**config.mk**
```make
export PLATFORM = sky130hd
export DESIGN_NAME = eco32f_fetch
export DESIGN_NICKNAME = d
export VERILOG_FILES = /design/src/rtl/eco32f_fetch.sv
export SDC_FILE = /design/constraint.sdc
export NUM_CORES = 1
export LEC_CHECK = 0
export CORE_MARGIN = 1.5
export CORE_UTILIZATION = 40
export DETAILED_ROUTE_END_ITERATION = 8
export GPL_TIMING_DRIVEN = 0
export PLACE_DENSITY = 0.66
export SLEW_MARGIN = 20
export SYNTH_ARGS = -nofsm -noshare
export SYNTH_HDL_FRONTEND = slang
export SYNTH_SLANG_ARGS = --single-unit
```
**constraint.sdc**
```tcl
create_clock -name clk -period 5.71 [get_ports clk]
set_clock_uncertainty 0.2 [all_clocks]
set_input_delay 1.4275 -clock clk [delete_from_list [all_inputs] [get_ports clk]]
set_output_delay 1.4275 -clock clk [all_outputs]
set_load 0.05 [all_outputs]
```
**src/rtl/eco32f_fetch.sv**
```systemverilog
// eco32f instruction fetch: owns the PC, issues ibus reads and feeds decode,
// dropping responses to requests that a redirect has made stale.
//
// state   | meaning
// --------+-----------------------------------------------------------
// FETCH   | requesting the word at fetch_pc
// DISCARD | waiting out a stale request, response is dropped
// HOLD    | completed word parked in the hold buffer until stall drops
// HALT    | fetch fault seen, no requests until a redirect
module eco32f_fetch #(
    parameter logic [31:0] RESET_PC = 32'hE000_0000
) (
    input  logic        clk,
    input  logic        rst,
    input  logic        if_stall,
    input  logic        br_redirect,
    input  logic [31:0] br_target,
    input  logic        exc_redirect,
    input  logic [31:0] exc_target,
    input  logic        itlb_kmiss,
    input  logic        itlb_umiss,
    input  logic        itlb_invalid,
    input  logic        itlb_priv,
    output logic        ibus_req,
    output logic [31:0] ibus_adr,
    input  logic        ibus_ack,
    input  logic        ibus_err,
    input  logic [31:0] ibus_dat,
    output logic [31:0] id_insn,
    output logic [31:0] id_pc,
    output logic        id_exc_ibus_fault,
    output logic        id_exc_itlb_kmiss,
    output logic        id_exc_itlb_umiss,
    output logic        id_exc_itlb_invalid,
    output logic        id_exc_itlb_priv
);

    typedef enum logic [1:0] {
        S_FETCH   = 2'd0,
        S_DISCARD = 2'd1,
        S_HOLD    = 2'd2,
        S_HALT    = 2'd3
    } state_t;

    state_t      state;
    state_t      state_nx;
    logic [31:0] fetch_pc;
    logic [31:0] disc_adr;
    logic        hb_valid;
    logic [31:0] hb_insn;
    logic [31:0] hb_pc;
    logic [4:0]  hb_flags;
    logic [4:0]  id_flags;

    logic        itlb_fault;
    logic        redirect;
    logic [31:0] redir_tgt;
    logic        ack_v;
    logic        err_v;
    logic        bus_done;
    logic        fetch_done;
    logic        fetch_fault;
    logic [31:0] fetch_insn;
    logic [4:0]  fetch_flags;
    logic        keep_outstanding;

    assign itlb_fault  = itlb_kmiss | itlb_umiss | itlb_invalid | itlb_priv;
    assign redirect    = exc_redirect | br_redirect;
    assign redir_tgt   = exc_redirect ? {exc_target[31:2], 2'b00}
                                      : {br_target[31:2], 2'b00};
    assign ack_v       = ibus_req & ibus_ack;
    assign err_v       = ibus_req & ibus_err;
    assign bus_done    = ack_v | err_v;
    assign fetch_done  = (state == S_FETCH) & (itlb_fault | bus_done);
    assign fetch_fault = itlb_fault | err_v;
    assign fetch_insn  = ack_v ? ibus_dat : 32'h0000_0000;
    assign fetch_flags = {err_v, itlb_kmiss, itlb_umiss, itlb_invalid, itlb_priv};
    // A redirect may not retract a live request; it is waited out in DISCARD.
    assign keep_outstanding = ((state == S_FETCH) || (state == S_DISCARD))
                              && ibus_req && !bus_done;

    assign {id_exc_ibus_fault, id_exc_itlb_kmiss, id_exc_itlb_umiss,
            id_exc_itlb_invalid, id_exc_itlb_priv} = id_flags;

    always_ff @(posedge clk) begin
        if (rst) begin
            state <= S_FETCH;
        end else begin
            state <= state_nx;
        end
    end

    always_comb begin
        state_nx = state;
        if (redirect) begin
            state_nx = keep_outstanding ? S_DISCARD : S_FETCH;
        end else begin
            case (state)
                S_FETCH: begin
                    if (fetch_done) begin
                        if (fetch_fault)   state_nx = S_HALT;
                        else if (if_stall) state_nx = S_HOLD;
                        else               state_nx = S_FETCH;
                    end
                end
                S_DISCARD: if (bus_done)  state_nx = S_FETCH;
                S_HOLD:    if (!if_stall) state_nx = S_FETCH;
                S_HALT:    state_nx = S_HALT;
                default:   state_nx = S_FETCH;
            endcase
        end
    end

    always_comb begin
        ibus_req = 1'b0;
        ibus_adr = fetch_pc;
        case (state)
            S_FETCH:   ibus_req = !rst && !itlb_fault;
            S_DISCARD: begin
                ibus_req = !rst;
                ibus_adr = disc_adr;
            end
            default:   ibus_req = 1'b0;
        endcase
    end

    always_ff @(posedge clk) begin
        if (rst) begin
            fetch_pc <= RESET_PC;
            disc_adr <= RESET_PC;
            hb_valid <= 1'b0;
            hb_insn  <= 32'h0000_0000;
            hb_pc    <= 32'h0000_0000;
            hb_flags <= 5'b0;
            id_insn  <= 32'h0000_0000;
            id_pc    <= 32'h0000_0000;
            id_flags <= 5'b0;
        end else if (redirect) begin
            fetch_pc <= redir_tgt;
            if (state == S_FETCH && keep_outstanding) begin
                disc_adr <= fetch_pc;
            end
            hb_valid <= 1'b0;
            id_insn  <= 32'h0000_0000;
            id_pc    <= redir_tgt;
            id_flags <= 5'b0;
        end else begin
            case (state)
                S_FETCH: begin
                    if (fetch_done) begin
                        fetch_pc <= fetch_pc + 32'd4;
                        if (if_stall) begin
                            hb_valid <= 1'b1;
                            hb_insn  <= fetch_insn;
                            hb_pc    <= fetch_pc;
                            hb_flags <= fetch_flags;
                        end else begin
                            id_insn  <= fetch_insn;
                            id_pc    <= fetch_pc;
                            id_flags <= fetch_flags;
                        end
                    end else if (!if_stall) begin
                        id_insn  <= 32'h0000_0000;
                        id_pc    <= fetch_pc;
                        id_flags <= 5'b0;
                    end
                end
                default: begin
                    if (!if_stall) begin
                        if (hb_valid && state != S_DISCARD) begin
                            id_insn  <= hb_insn;
                            id_pc    <= hb_pc;
                            id_flags <= hb_flags;
                            hb_valid <= 1'b0;
                        end else begin
                            id_insn  <= 32'h0000_0000;
                            id_pc    <= fetch_pc;
                            id_flags <= 5'b0;
                        end
                    end
                end
            endcase
        end
    end

endmodule

```
## After elaboration in Yosys (flattened, before gate mapping)

Cells that the tools add are included.

- Register bits after elaboration: 205

- Bitwise gates (word level): 11
- Reduce and logical (&&, ||, !) cells: 19
- $add $sub $neg: 1
- Equal/unequal tests: 11
- Multiplexer cells: 37

Operators with widths:

| operator | number |
|---|---|
| 2-to-1 mux 32 bit | 17 |
| adder 32 x 3 -> 32 bit (second input constant) | 1 |
| 2-to-1 mux 5 bit | 6 |
| 2-to-1 mux 2 bit | 6 |
| inequality test 3 bit (second input constant) | 3 |
| one-hot mux 2 bit (4 select lines) | 1 |
| AND reduction 4 bit | 2 |
| OR 1 bit | 7 |
| 2-to-1 mux 1 bit | 6 |
| inequality test 2 x 1 -> 1 bit (second input constant) | 3 |
| nonzero test 2 bit | 3 |
| logical AND 1 bit | 5 |
| equality test 2 bit (second input constant) | 2 |
| inequality test 2 bit (second input constant) | 2 |
| AND reduction 2 bit | 2 |
| bitwise AND 1 bit | 3 |
| logical NOT 1 bit | 3 |
| AND reduction 3 bit | 1 |
| equality test 2 x 1 -> 1 bit (second input constant) | 1 |
| logical NOT 2 bit | 1 |
| one-hot mux 1 bit (2 select lines) | 1 |
| OR reduction 2 bit | 1 |
| logical OR 1 bit | 1 |
| NOT 1 bit | 1 |

## Depth between registers and ports, before layout

- Depth in word-level cells: 13
- Mapped depth: 9
- Mapped depth without buffers: 6

## Worst setup path before layout

No wires, ideal clock.

- Kind: input to output
- Start point: input itlb_priv
- End point: output ibus_req
- Path buffers: 0
- Setup slack: 1.782 ns
- Stages on the path: 3
- Arrival time: 2.300 ns
- Cells stage by stage: nor4_4 -> o21ai_1 -> clkinv_1

- Word-level cells in the longest chain between the ends: 4

Ends and longest elaborated chain:

| element | line | source |
|---|---|---|
| from (decl) | 23 | `input logic itlb_priv,` |
| OR 1 bit | 67 | `assign itlb_fault = itlb_kmiss \| itlb_umiss \| itlb_invalid \| itlb_priv;` |
| logical NOT 1 bit | 118 | `S_FETCH: ibus_req = !rst && !itlb_fault;` |
| logical AND 1 bit | 118 |  |
| one-hot mux 1 bit (2 select lines) | 117 | `case (state)` |
| to (decl) | 24 | `output logic ibus_req,` |

No other way between the ends.

## Final worst setup path

- Start point: input itlb_invalid
- End point: output ibus_req

- Word-level cells in the longest chain between the ends: 5

Ends and longest elaborated chain:

| element | line | source |
|---|---|---|
| from (decl) | 22 | `input logic itlb_invalid,` |
| OR 1 bit (2 in series) | 67 |  |
| logical NOT 1 bit | 118 |  |
| logical AND 1 bit | 118 |  |
| one-hot mux 1 bit (2 select lines) | 117 |  |

No other way between the ends.

==> metrics.csv <==
metric,value,unit
outcome,finished clean,
vias in the first global route,8879,
cts bufs inserted,17,
crit end category,output pin,
Std-Cell Rows,54,
antenna violations before repair,0,
DP HPWL,23500,µm
Top Usage Layer GRT,met2,
Starting Density,41.2,%
total global routing overflow,0,
# Post-CTS Setup Buffers,0,
hold bufs inserted after CTS,0,
worst skew pair latency,0.45,ns
Worst EP required,4.08,ns
Worst R2R Start,state[1],
synth warn,0,
max_slew headroom,37.1,%
DRC Markers,0,
CP Data Arrival Time,3.76,ns
distinct cell type count of the synthesized netlist,65,
Mean Syn Cell Area,8.04,µm²
buffers and inverters on the worst path,3,
cells along the critical path,clkdlybuf4s50_1 > nor4_4 > o21ai_1 > clkinv_1 > clkdlybuf4s50_1,
DR iter-0 viols,932,
Critical Path Max Stage Delay,0.85,ns
DIE AREA,23600,µm²
Final Hold Viols,0,
Leak Pwr,0.00428,µW
launching element type of the critical path,primary input,
post-route minimum period,5.39,ns
total chip power,3250,µW
CP most frequent cell,clkdlybuf4s50_1,
maximum capacitance violations,0,
CP top delay family,buffers and inverters,
Max Transition Viols Final,0,
Ports,209,
Overall Global Routing Usage,27.5,%
met1 GRT Util,39.4,%
CTS sink count,198,
final layout net count,1455,
root buffer selected by CTS,clkbuf_16,
worst hold path startpoint,disc_adr[19],
fraction of layout cells with a size suffix above 1,8.75,%
core area,22000,µm²
post-layout util,54.5,%
CTS Buffer Depth,2,
routed len/inst,20.0,µm
Max rail drop VDD,0.000170,V
fin area,12000,µm²
met2 Usage GRT,41.1,%
Final period util,94.3,%
Chip Height,154,µm
drt total wl,32700,µm
post_cts resized,0,
CP startpoint,itlb_invalid,
critical path's slowest cell,clkdlybuf4s50_1,
Post-Syn Instances,1129,
M3 GR Usage,4.26,%
Port Buffers,198,
synthesized area,9080,µm²
Async SR Flop Fraction,0,%
dpl cell area,11400,µm²
Hold Crit Class,flop to flop,
worst-path fanout max,9,
Max Freq,186,MHz
H-tree Lvls,4,
Fin Setup TNS,0,ns
kind of critical path,primary input to output pin,
pwr dens,271,nW/µm²
register area share after synthesis,43.7,%
Worst-path clk slew,0.08,ns
global-route wire length before repair,50400,µm
RSZ-0062 raised after global routing,no,
ys flop type,dfxtp_1,
vias post-DR,9471,
ANT cells,0,
Worst Max-Slew Pin Slew,0.934,ns
die width,154,µm
largest net degree at the start of global routing,21,
RD Place Congestion,0.895,
area grow syn2layout,32.1,%
Final setup viols,0,
"FF+latch count, synth",198,
Via density,5.78,
TritonRoute pass-1 iters,5,
CTS tree,built,
post-route ant nets,0,
number of enable flip-flop cells after synthesis,0,
==> cells in the final DEF (no fill, tap or decap), drive strengths merged, types with 22 or more instances in the layout <==
cell type | netlist | layout
a211oi | 22 | 22
nor2 | 102 | 102
a21oi | 112 | 112
clkbuf | 61 | 78
o21ai | 41 | 41
dfxtp | 198 | 198
mux2 | 33 | 33
buf | 52 | 52
a22o | 24 | 24
nand3 | 25 | 25
a221oi | 33 | 33
clkdlybuf4s50 | 0 | 198
nand2 | 217 | 217
nor3 | 32 | 32
==> state kept, by name, indices dropped and copies added (netlist names) <==
signal,cells
hb_pc,30
hb_insn,32
fetch_pc,30
id_insn,32
state,2
id_flags,5
id_pc,31
hb_valid,1
disc_adr,30
hb_flags,5
==> cells in the mapped netlist, drive strengths merged, types with 22 or more instances <==
cell type / number / share of area (%)
a22o: 24 / 2.3
a21oi: 112 / 6.2
buf: 52 / 2.9
dfxtp: 198 / 44
nand2: 217 / 9.0
mux2: 33 / 4.1
a211oi: 22 / 1.8
nor2: 102 / 4.3
a221oi: 33 / 3.2
nand3: 25 / 1.4
nor3: 32 / 1.8
clkbuf: 61 / 2.5
o21ai: 41 / 2.3
==> worst register-to-register path, cell delays in order (launching register included) <==
cell	delay, ns
dfxtp_1	0.31
buf_2	0.18
and2_1	0.14
clkbuf_1	0.16
buf_2	0.33
buf_1	0.53
nand2_1	0.11
a21oi_1	0.25
o22ai_1	0.13
nor2_1	0.09
==> per-stage QoR <==
step                      cells  setup WS, ns  hold slack (ns)
after floorplan            1130          1.78            0.233
after global placement     1608         0.372            0.239
after detailed placement   1608         0.361            0.244
after CTS                  1640         0.357            0.255
after global routing       1640         0.217            0.272
final                      1640         0.324            0.252
==> power by group <==
part           total (µW)  leakage (µW)  internal [µW]  switching, µW
clock network        1210      0.000278            585            629
registers            1460       0.00161           1420           33.9
logic                 583       0.00240            218            366
==> layer usage <==
metal  vias to the layer above  share of wire [%]
met5                         -                  0
met4                         0                2.8
met3                        60                7.5
met2                       419                 44
met1                      4511                 46
li1                       4481                  -
==> worst paths after layout <==
kind         slack, ns            to  cells after the start
max               0.32      ibus_req                      5
min               0.25  disc_adr[19]                      2
max reg2reg       3.21     id_pc[25]                      9
min reg2reg       0.25  disc_adr[19]                      2
==> final cells by class <==
type                       instances  area (µm²)
buffer                           113         495
tap                              280         350
sequential                       198        3960
timing repair buffer             198        1980
clock buffer                      17         425
clock inverter                    15         156
inverter                          10        37.5
multi-input combinational        809        4590
fill                            2114       10000
==> kinds of logic after synthesis <==
kind of cell / synth area share (%)
XOR/XNOR: 0.386
buffers and inverters: 5.87
AND/OR/NAND/NOR: 21.4
flip-flops: 43.7
adder cells (fa/ha/maj): 0.138
AO/OA/AOI/OAI: 23.9
other: 0.0413
multiplexers: 4.53
Note: power is estimated with default switching activity, not from simulation.
